**config.mk**
```make
export PLATFORM = sky130hd
export DESIGN_NAME = seq_detector_1011
export DESIGN_NICKNAME = d
export VERILOG_FILES = /design/src/rtl/seq_det_pkg.sv /design/src/rtl/sat_counter.sv /design/src/rtl/seq_detector_1011.sv
export SDC_FILE = /design/constraint.sdc
export NUM_CORES = 1
export LEC_CHECK = 0
export CAP_MARGIN = 20
export CORE_MARGIN = 3
export CORE_UTILIZATION = 26
export CTS_BUF_LIST = sky130_fd_sc_hd__clkbuf_4 sky130_fd_sc_hd__clkbuf_8
export DETAILED_ROUTE_END_ITERATION = 10
export GPL_ROUTABILITY_DRIVEN = 0
export GPL_TIMING_DRIVEN = 0
export SLEW_MARGIN = 30
export SYNTH_ARGS = -nofsm -noshare
export SYNTH_HDL_FRONTEND = slang
export SYNTH_HIERARCHICAL = 1
export SYNTH_SLANG_ARGS = --single-unit
```
**constraint.sdc**
```tcl
create_clock -name clk -period 2.89 [get_ports clk]
set_clock_uncertainty 0.15 [all_clocks]
set_input_delay 0.4335 -clock clk [delete_from_list [all_inputs] [get_ports clk]]
set_output_delay 0.4335 -clock clk [all_outputs]
set_load 0.03 [all_outputs]
```
**src/rtl/seq_det_pkg.sv**
```systemverilog
// Shared constants for the 1011 serial sequence detector: state encodings and pattern description.
package seq_det_pkg;

    localparam logic [1:0] S0   = 2'b00;
    localparam logic [1:0] S1   = 2'b01;
    localparam logic [1:0] S10  = 2'b10;
    localparam logic [1:0] S101 = 2'b11;

    localparam logic [3:0]  PATTERN     = 4'b1011;
    localparam int unsigned PATTERN_LEN = 4;

endpackage : seq_det_pkg

```
**src/rtl/sat_counter.sv**
```systemverilog
// Saturating up-counter with synchronous clear (clear wins over increment) and a sticky saturation flag.
module sat_counter #(
    parameter int unsigned W = 8
) (
    input  logic         clk,
    input  logic         rst,
    input  logic         inc,
    input  logic         clr,
    output logic [W-1:0] count,
    output logic         sat
);

    localparam logic [W-1:0] MAX = '1;

    logic [W-1:0] count_q, count_d;
    logic         sat_q, sat_d;

    always_comb begin
        count_d = count_q;
        if (clr) begin
            count_d = '0;
        end else if (inc && (count_q != MAX)) begin
            count_d = count_q + W'(1);
        end
        // Count never wraps, so reaching all-ones keeps the flag set until a clear.
        sat_d = (count_d == MAX);
    end

    always_ff @(posedge clk or posedge rst) begin
        if (rst) begin
            count_q <= '0;
            sat_q   <= 1'b0;
        end else begin
            count_q <= count_d;
            sat_q   <= sat_d;
        end
    end

    assign count = count_q;
    assign sat   = sat_q;

endmodule : sat_counter

```
**src/rtl/seq_detector_1011.sv**
```systemverilog
// Serial 1011 detector: four-state FSM advanced by din_valid, registered match pulse, saturating match counter.
module seq_detector_1011
    import seq_det_pkg::*;
#(
    parameter bit          OVERLAP = 1'b1,
    parameter int unsigned COUNT_W = 8
) (
    input  logic               clk,
    input  logic               rst,
    input  logic               din,
    input  logic               din_valid,
    input  logic               clear_count,
    output logic               detected,
    output logic [1:0]         state_o,
    output logic [COUNT_W-1:0] match_count,
    output logic               count_sat
);

    logic [1:0] state_q, state_d;
    logic       det_q, det_d;
    logic       match_c;

    // Next-state and match decode; state holds whenever din is not qualified.
    always_comb begin
        state_d = state_q;
        match_c = 1'b0;
        if (din_valid) begin
            case (state_q)
                S0:      state_d = din ? S1 : S0;
                S1:      state_d = din ? S1 : S10;
                S10:     state_d = din ? S101 : S0;
                default: begin
                    if (din) begin
                        match_c = 1'b1;
                        state_d = OVERLAP ? S1 : S0;
                    end else begin
                        state_d = S10;
                    end
                end
            endcase
        end
        det_d = match_c;
    end

    always_ff @(posedge clk or posedge rst) begin
        if (rst) begin
            state_q <= S0;
            det_q   <= 1'b0;
        end else begin
            state_q <= state_d;
            det_q   <= det_d;
        end
    end

    sat_counter #(
        .W (COUNT_W)
    ) u_match_cnt (
        .clk   (clk),
        .rst   (rst),
        .inc   (match_c),
        .clr   (clear_count),
        .count (match_count),
        .sat   (count_sat)
    );

    assign detected = det_q;
    assign state_o  = state_q;

endmodule : seq_detector_1011
```
* Yosys cells after proc, flatten, opt, wreduce, memory -nomap -nowiden
Index checks and enable logic that the tools add are counted.
Word-level totals: output and inout port bits 12, flip-flop bits (word level) 12, logic and storage cells 21
Cells by class: reduce and logical (&&, ||, !) cells 3, muxes and demuxes 9, equal/unequal tests 4, $add $sub $neg 1
Operator list (number):
- 8-bit two-way mux | 2
- 8-bit by 1-bit adder with 8-bit output (second input constant) | 1
- 8-bit equality test (second input constant) | 1
- 8-bit inequality test (second input constant) | 1
- 1-bit two-way mux | 4
- 2-bit two-way mux | 2
- 2-bit case mux with 2 select lines | 1
- 3-bit OR reduction | 1
- 2-bit by 1-bit equality test with 1-bit output (second input constant) | 1
- 2-bit equality test (second input constant) | 1
- 2-bit logical NOT | 1
- 1-bit logical AND | 1

* Longest topological paths before layout
Gate-level depths: netlist of the first run.
depth in word-level cells 8, gate-level depth with buffers 8

* Cells and area by module
Netlist of the first run, hierarchy kept.
Modules (own cells, without submodules):
- sat_counter | cells an instance 57, times used 1, area each 564.3 um^2
- seq_detector_1011 | cells an instance 11, times used 1, area each 118.9 um^2

* Worst setup path after synthesis of the first run
OpenSTA, ideal clock, no wires.
kind reg2reg, from register state_q[0], in the netlist state_o[0], to register u_match_cnt.sat_q, in the netlist u_match_cnt/sat, setup slack 678 ps, buffers on the path 0, data arrival time 1950 ps, library setup time 111 ps, cell stages (with the launch flop) 8, clock period less this slack 2212 ps, path through dfrtp_1 -> nand2_1 -> nor2_1 -> and4_2 -> a31oi_1 -> nor4_1 -> nand4_1 -> a2111oi_2
Between the ends: word-level cells in the longest chain between the ends 8
RTL lines:
- start: declaration | RTL line seq_detector_1011.sv:19 | logic [1:0] state_q, state_d;
- start signal: assignment | RTL line seq_detector_1011.sv:50 | state_q <= state_d;
- 2-bit equality test (tied with other cells) | RTL line seq_detector_1011.sv:28 | case (state_q)
- 3-bit OR reduction (no source line) *
- 1-bit two-way mux * | RTL line seq_detector_1011.sv:28
- 1-bit two-way mux * | RTL line seq_detector_1011.sv:27 | if (din_valid) begin
- named net det_d | RTL line seq_detector_1011.sv:20 | logic det_q, det_d;
- 1-bit logical AND * | RTL line sat_counter.sv:22 | end else if (inc && (count_q != MAX)) begin
- 8-bit two-way mux * | RTL line sat_counter.sv:22
- 8-bit two-way mux * | RTL line sat_counter.sv:20 | if (clr) begin
- 8-bit equality test * | RTL line sat_counter.sv:26 | sat_d = (count_d == MAX);
- named net u_match_cnt.sat_d | RTL line sat_counter.sv:16 | logic sat_q, sat_d;
- end signal: assignment | RTL line sat_counter.sv:35 | sat_q <= sat_d;
- end: declaration | RTL line sat_counter.sv:16
Mark *: on every way through the listed nets, which the timed path passes. The rest lies on a longest branch. A chain may end at the register's enable or synchronous reset.

* Worst setup path after layout of the first run
from input port din_valid, to register u_match_cnt.sat_q, in the netlist u_match_cnt/sat
Between the ends: word-level cells in the longest chain between the ends 5
RTL lines:
- start: declaration | RTL line seq_detector_1011.sv:11 | input logic din_valid,
- 1-bit two-way mux | RTL line seq_detector_1011.sv:27
- named net det_d | RTL line seq_detector_1011.sv:20
- 1-bit logical AND | RTL line sat_counter.sv:22
- 8-bit two-way mux | RTL line sat_counter.sv:22
- 8-bit two-way mux | RTL line sat_counter.sv:20
- 8-bit equality test | RTL line sat_counter.sv:26
- named net u_match_cnt.sat_d | RTL line sat_counter.sv:16
The timed path passes the listed nets, and every way through them passes these cells.

==> results.yml, run 1 <==
timing:
  finalHoldViolCount: 0
  drv_slew: 0
  final-setup-viol-count: 0
  clock.fmax_ghz: 0.381
  hold_ws_ns: 0.213
  finalSetupTns_ns: 0
  period_needed_ns: 2.63
  worstMarginPinSlew_ns: 0.523
  period_share_pct: 90.9
  rsz0062_at_grt: "false"
  relSlewSlack_pct: 65.0
synth:
  synth-warning-count: 6
  yosysTopAreaCell: "dfrtp_1"
  synth_simple_gate_area_share_pct: 22.2
  synth_top_area_share_pct: 44.0
  synth_commonest_cells: "dfrtp_1 (12), a21oi_1 (7), inv_1 (5)"
  synth_seq_cells: 12
  synth_top_family_by_area: "simple AND/OR/NAND/NOR gates"
  yosysMostFrequentCell: "dfrtp_1"
  synthXorXnorAreaFrac_pct: 2.56
  yosysSeqAreaShare_pct: 44.0
  synth.area.mux_share_pct: 3.11
  synth_nets: 74
  ys_types: 30
  synth_compound_area_share_pct: 18.5
  ys_top_cells_by_area: "dfrtp_1 (44%), a21oi_1 (5.1%), buf_6 (3.3%)"
  synth_area_um2: 683
  synth_area_per_cell_um2: 10.0
  synth-main-ff-cell: "dfrtp_1"
  synth_adder_area_share_pct: 1.83
  synthCells: 68
  async_reset_ff_share_pct: 100
  synth-edff-count: 0
drt:
  top_layer: "met4"
  drt_iter0_markers: 23
  detail_route.vias_per_cell: 5.00
  wl_per_cell_um: 13.0
  drc: 0
  wl_met1_um: 683
  ant_nets: 0
  drt_first_pass_iters: 4
  vias: 570
  drt-total-wl_mm: 1.49
  dr_wl_met2_um: 687
  wl_met3_um: 94
die:
  die_w_um: 57.3
  ios: 17
  dieHeight_um: 57.3
  dieArea_um2: 3280
  core_um2: 2340
  fp-row-count: 17
  start_util_pct: 29.2
worst_setup_path:
  cp-start-kind: "input pin"
  crit_arrival_ns: 2.63
  crit_path_end_kind: "flop"
  r2r_slack_ns: 0.57
  critPathKind: "input pin to flop"
  rr_endpoint: "u_match_cnt/sat$_DFF_PP0_"
  critPathRequiredTime_ns: 2.90
  cp_max_fo: 7
  rr_startpoint: "state_o[0]$_DFFE_PP0P_"
  rr_worst_depth: 7
clock_network:
  cts_tree: "built"
  numCtsBuffers: 3
  path_clk_slew_ns: 0.07
  h-tree-depth: 1
  postCtsSetupRepairBufs: 0
  post_cts_resized: 0
  clock_latency_ns: 0.26
  ctsHoldBuffers: 0
  root_buffer: "clkbuf_4"
  cts.sinks: 12
  cts_buffer_depth: 2
placed_design:
  dp_hpwl_mm: 1.14
  io_buffers: 15
final_layout:
  drive_gt1_share_pct: 15.1
  syn2layout_area_growth_pct: 30.4
  nets: 94
  diodes: 0
run:
  max-cap-violations: 0
power_and_ir_drop:
  p_leak_nw: 0.364
  power_density_nw_per_um2: 349
  vdd_drop_max_v: 0.000276
worst_hold_path:
  hp-class: "input pin to asynchronous set/reset pin"
global_route:
  track_usage_pct: 10.2
  grt_overflow: 0
  grt_pass1_vias: 571
  antenna_found_initial: 0
  grt_max_degree: 11
  grt_pass1_wl_mm: 2.60
status:
  status: "completed"
[worst max-delay path: stages]
cell and delay [ns]:
clkdlybuf4s50_1 0.51, nand2_1 0.08, nor2_1 0.43, and4_2 0.37
a31oi_1 0.11, nor4_1 0.30, nand4_1 0.16, a2111oi_2 0.24
[metal layers]
metal | vias up | GRT usage, %
met5 | - | 0
met4 | 0 | 2.32
met3 | 4 | 5.43
met2 | 19 | 15.7
met1 | 261 | 12.6
li1 | 286 | -
[layout make-up]
type                       count  area [µm²]
sequential                    12         300
timing repair buffer          15         150
buffer                         4        35.0
multi-input combinational     47         329
inverter                       5        18.8
fill                         245        1450
tap                           28        35.0
clock buffer                   3        22.5
[registers in the layout (all words and copies together) (netlist names)]
signal,count
detected,1
u_match_cnt/sat,1
state_o,2
u_match_cnt/count,8
[power breakdown]
| part | total [W] | internal (W) | switching, W | leakage (nW) |
|---|---|---|---|---|
| clock network | 0.0000975 | 0.0000481 | 0.0000493 | 0.0138 |
| registers | 0.000176 | 0.000172 | 0.00000398 | 0.164 |
| logic | 0.0000378 | 0.0000166 | 0.0000213 | 0.186 |
| total | 0.000311 | 0.000237 | 0.0000746 | 0.364 |
[cells in the final DEF, fill, tap and decap left out, drive strengths merged]
master and instances:
a2111oi 1, a21oi 7, a31oi 3, and4 3
and4b 1, buf 4, clkbuf 3, clkdlybuf4s50 15
dfrtp 12, ha 1, inv 5, mux2 1
mux2i 1, nand2 4, nand3 4, nand4 2
nor2 4, nor3 3, nor4 2, o211ai 1
o21ai 3, o21bai 2, o2bb2ai 1, or3b 1
xor2 2
[stage by stage]
step	setup WS, ns	cells	total power (W)	area, µm²	utilization (%)
6_report	0.263	114	0.000311	891	38.1
5_1_grt	0.0712	114	0.000328	891	38.1
4_1_cts	0.294	114	0.000320	891	38.1
3_5_place_dp	0.0169	111	0.000218	868	37.1
3_3_place_gp	0.0377	111	0.000217	868	37.1
2_1_floorplan	0.678	68	0.000200	683	-
[kinds of logic after synthesis]
group                    count (synthesis)
AND/OR/NAND/NOR                         24
multiplexers                             2
adder cells (fa/ha/maj)                  1
buffers and inverters                    9
XOR/XNOR                                 2
flip-flops                              12
AO/OA/AOI/OAI                           18
[how the worst max path moves through the flow]
| stage | from | to | slack (ns) |
|---|---|---|---|
| floorplan | state_o[0]$_DFFE_PP0P_ | u_match_cnt/sat$_DFF_PP0_ | 0.68 |
| global route | din_valid | u_match_cnt/sat$_DFF_PP0_ | 0.07 |
| finish | din_valid | u_match_cnt/sat$_DFF_PP0_ | 0.26 |
| global placement | din_valid | u_match_cnt/sat$_DFF_PP0_ | 0.04 |
| detailed placement | din_valid | u_match_cnt/sat$_DFF_PP0_ | 0.02 |
| CTS | din_valid | u_match_cnt/sat$_DFF_PP0_ | 0.29 |
Power figures use the tool's default switching activity.
==> run 2: changes to the inputs <==
Settings changed: RECOVER_POWER set to 50, SLEW_MARGIN 30 to 20.
==> run 2 against run 1 <==
Critical path depth grew 1; routed wire length shrank 0.54%; count of clock-buffer cells in the layout stayed put; sequential share of layout area rose by 0.43 points; combinational power shrank 2%.
==> results.yml, run 2 (synthesis gave the netlist of run 1 again) <==
timing:
  period_share_pct: 87.5
  rsz0062_at_grt: "false"
  finalSetupTns_ns: 0
  period_needed_ns: 2.53
  worstMarginPinSlew_ns: 0.509
  final-setup-viol-count: 0
  finalHoldViolCount: 0
  relSlewSlack_pct: 65.7
  drv_slew: 0
  hold_ws_ns: 0.257
  clock.fmax_ghz: 0.395
global_route:
  grt_max_degree: 11
  grt_overflow: 0
  grt_pass1_vias: 571
  track_usage_pct: 10.2
  grt_use_met2_pct: 15.7
  grt_pass1_wl_mm: 2.60
  antenna_found_initial: 0
  use_met1_pct: 12.6
  grtUsageMet3_pct: 5.43
  top_usage_layer: "met2"
worst_setup_path:
  critPathKind: "input pin to flop"
  crit_arrival_ns: 2.54
  rr_worst_depth: 8
  cp_max_fo: 7
  crit_path_end_kind: "flop"
  critPathRequiredTime_ns: 2.90
  cp-start-kind: "input pin"
clock_network:
  postCtsSetupRepairBufs: 0
  clock_latency_ns: 0.26
  root_buffer: "clkbuf_4"
  post_cts_resized: 0
  cts_tree: "built"
  h-tree-depth: 1
  cts.sinks: 12
  path_clk_slew_ns: 0.07
  ctsHoldBuffers: 0
  cts_buffer_depth: 2
  numCtsBuffers: 3
die:
  dieArea_um2: 3280
  dieHeight_um: 57.3
  start_util_pct: 29.2
  fp-row-count: 17
  core_um2: 2340
  ios: 17
  die_w_um: 57.3
placed_design:
  placed_area_um2: 868
  dp_hpwl_mm: 1.14
  io_buffers: 15
drt:
  detail_route.vias_per_cell: 5.03
  drt_iter0_markers: 24
  vias: 573
  drt-total-wl_mm: 1.48
  drc: 0
  ant_nets: 0
  wl_per_cell_um: 13.0
  drt_first_pass_iters: 4
worst_hold_path:
  hp-class: "input pin to flop"
  whs_path_depth: 2
power_and_ir_drop:
  power_density_nw_per_um2: 353
  vdd_drop_max_v: 0.000275
  p_leak_nw: 0.369
final_layout:
  largest_reg_flops: 8
  seqCellArea_um2: 300
  drive_gt1_share_pct: 14.0
  final_cell_mix: "dfrtp_1 (12), clkdlybuf4s50_1 (12), a21oi_1 (7)"
  nets: 94
  syn2layout_area_growth_pct: 28.8
  fin_area_um2: 880
  diodes: 0
  multi_input_comb_area_um2: 318
  fillerInstances: 247
run:
  max-cap-violations: 0
status:
  status: "completed"
-- run 2: changes by cell type in the layout (fill, tap and decap cells not counted) --
cell,delta
clkdlybuf4s50_1,-3
o21ai_0,+1
dlygate4sd3_1,+3
o21ai_4,-1
-- run 2: path summary, 6_finish.rpt --
path | from | end | slack (ns)
worst max-delay path | din_valid | u_match_cnt/sat$_DFF_PP0_ | 0.36
worst min-delay path | clear_count | u_match_cnt/count[0]$_DFF_PP0_ | 0.26
worst max register to register | state_o[0]$_DFFE_PP0P_ | u_match_cnt/sat$_DFF_PP0_ | 0.66
worst min register to register | state_o[1]$_DFFE_PP0P_ | state_o[1]$_DFFE_PP0P_ | 0.38
max in group asynchronous | rst | u_match_cnt/count[7]$_DFF_PP0_ | 1.88
min in group asynchronous | rst | state_o[1]$_DFFE_PP0P_ | 0.35
-- run 2: stage by stage --
step	cells	setup WS (ns)	total power, W	util, %
finish	114	0.360	0.000310	37.6
global route	114	0.176	0.000327	37.6
CTS	114	0.294	0.000320	38.1
detailed placement	111	0.0169	0.000218	37.1
global placement	111	0.0377	0.000217	37.1
floorplan	68	0.678	0.000200	-
-- run 2: layout make-up --
type / count / area share [%]
Multi-Input combinational cell: 47 / 36.1
Sequential cell: 12 / 34.1
Timing Repair Buffer: 15 / 17.1
Buffer: 4 / 3.98
Tap cell: 28 / 3.98
Clock buffer: 3 / 2.56
Inverter: 5 / 2.13
-- run 2: metal layers --
metal	vias to the layer above	share of wire (%)
li1	286	-
met1	268	44
met2	17	48
met3	2	7.5
met4	0	0.34
met5	-	0
-- run 2: critical path, stage by stage --
cell and delay [ns]:
clkdlybuf4s50_1 0.51, nand2_1 0.08, nor2_1 0.34, and4_1 0.25
buf_2 0.15, a21oi_1 0.08, nor3_1 0.28, nand4_1 0.16
a2111oi_2 0.24
-- run 2: power breakdown --
| group | switching, W | total [W] | internal [W] | leakage [nW] |
|---|---|---|---|---|
| registers | 0.00000398 | 0.000176 | 0.000172 | 0.164 |
| logic | 0.0000211 | 0.0000369 | 0.0000158 | 0.191 |
| clock network | 0.0000491 | 0.0000973 | 0.0000482 | 0.0138 |
| total | 0.0000742 | 0.000310 | 0.000236 | 0.369 |
==> run 3: changes to the inputs <==
Clock period 2.89 ns to 2.8 ns, I/O delays scaled along.
==> run 3 against run 2 <==
Utilization decreased by 0.43 points; register-to-register slack got worse by 0.12 ns; combinational power increased by 5%; routed wire length increased by 1.9%; flip-flop and latch count unchanged; die area unchanged; critical path depth unchanged; hold slack got worse by 0.013 ns.
==> results.yml, run 3 (synthesis gave the netlist of run 1 again) <==
die:
  die_w_um: 57.3
  dieHeight_um: 57.3
  fp-row-count: 17
  core_um2: 2340
  ios: 17
  dieArea_um2: 3280
  start_util_pct: 29.2
drt:
  drt_first_pass_iters: 4
  drt_iter0_markers: 18
  ant_nets: 0
  wl_per_cell_um: 13.2
  drc: 0
  drt-total-wl_mm: 1.51
  vias: 585
  detail_route.vias_per_cell: 5.13
power_and_ir_drop:
  power_w: 0.000321
  power_density_nw_per_um2: 369
  p_leak_nw: 0.362
  vdd_drop_max_v: 0.000284
global_route:
  grt_pass1_wl_mm: 2.60
  grt_pass1_vias: 571
  antenna_found_initial: 0
  track_usage_pct: 10.2
  grt_max_degree: 11
  grt_overflow: 0
worst_setup_path:
  critPathRequiredTime_ns: 2.81
  critPathKind: "input pin to flop"
  startpoint: "din"
  cp-start-kind: "input pin"
  crit_path_end_kind: "flop"
  cp_max_fo: 7
  crit_arrival_ns: 2.43
  rr_startpoint: "u_match_cnt/count[3]$_DFF_PP0_"
clock_network:
  clock_latency_ns: 0.26
  root_buffer: "clkbuf_4"
  numCtsBuffers: 3
  h-tree-depth: 1
  cts_tree: "built"
  cts_buffer_depth: 2
  cts.sinks: 12
  path_clk_slew_ns: 0.07
final_layout:
  final_cell_mix: "clkdlybuf4s50_1 (13), dfrtp_1 (12), a21oi_1 (7)"
  drive_gt1_share_pct: 14.0
  nets: 94
  fin_util_pct: 37.2
  diodes: 0
  final_common_cell: "clkdlybuf4s50_1"
  largest_reg_flops: 8
  syn2layout_area_growth_pct: 27.3
timing:
  final-setup-viol-count: 0
  hold_ws_ns: 0.244
  clock.fmax_ghz: 0.412
  worstMarginPinSlew_ns: 0.503
  relSlewSlack_pct: 66.1
  finalSetupTns_ns: 0
  finalHoldViolCount: 0
  drv_slew: 0
  rsz0062_at_grt: "false"
  period_share_pct: 86.6
  period_needed_ns: 2.43
run:
  max-cap-violations: 0
status:
  status: "completed"
worst_hold_path:
  worstHoldStart: "clear_count"
  hp-class: "input pin to flop"
placed_design:
  dp_hpwl_mm: 1.14
  io_buffers: 15
## run 3: changes by cell type in the layout (fill, tap and decap cells not counted)
cell             change
nand3_4              -1
dlygate4sd3_1        -1
clkdlybuf4s50_1      +1
nor2_2               +1
nor2_1               -1
nand3_1              +1
## run 3: report_power, final
part / switching, W / internal, W
Clock: 0.0000511 / 0.0000497
Sequential: 0.00000415 / 0.000178
Combinational: 0.0000224 / 0.0000163
## run 3: repair_timing
action                     CTS  global route
setup buffers                0             0
setup endpoints to repair    0             1
hold buffers                 0             0
gates resized for setup      0             1
## run 3: area by class of cell
cell class,count,area (µm²)
Multi-Input combinational cell,47,308
Inverter,5,18.8
Fill cell,250,1470
Timing Repair Buffer,15,150
Tap cell,28,35.0
Sequential cell,12,300
Buffer,4,35.0
Clock buffer,3,22.5
## run 3: final timing paths
check / endpoint / slack, ns / depth (start not counted)
worst max-delay path: u_match_cnt/sat$_DFF_PP0_ / 0.37 / 9
worst min-delay path: u_match_cnt/count[0]$_DFF_PP0_ / 0.24 / 2
worst max register to register: u_match_cnt/sat$_DFF_PP0_ / 0.54 / 6
min in group asynchronous: state_o[1]$_DFFE_PP0P_ / 0.33 / 2
max in group asynchronous: u_match_cnt/count[3]$_DFF_PP0_ / 1.79 / 2
worst min register to register: state_o[1]$_DFFE_PP0P_ / 0.38 / 1
## run 3: metal layers
layer	GRT usage [%]	wire length (µm)	vias up	part of all wire, %
met5	0	0	-	0
met4	2.32	27	0	1.8
met3	5.43	105	6	7.0
met2	15.7	694	25	46
met1	12.6	680	270	45
li1	-	-	284	-
## run 3: critical path, cell delays in order
cell	delay (ns)
dlygate4sd3_1	0.59
nand2_1	0.09
nor2_2	0.21
and4_1	0.22
buf_2	0.16
a21oi_1	0.08
nor3_1	0.26
nand4_1	0.16
a2111oi_2	0.24
## run 3: per-stage QoR
stage | instances | instance area, µm² | setup WS (ns)
2_1_floorplan | 68 | 683 | 0.588
3_3_place_gp | 111 | 868 | -0.0388
3_5_place_dp | 111 | 868 | -0.0596
4_1_cts | 114 | 891 | 0.218
5_1_grt | 114 | 870 | 0.190
6_report | 114 | 870 | 0.374
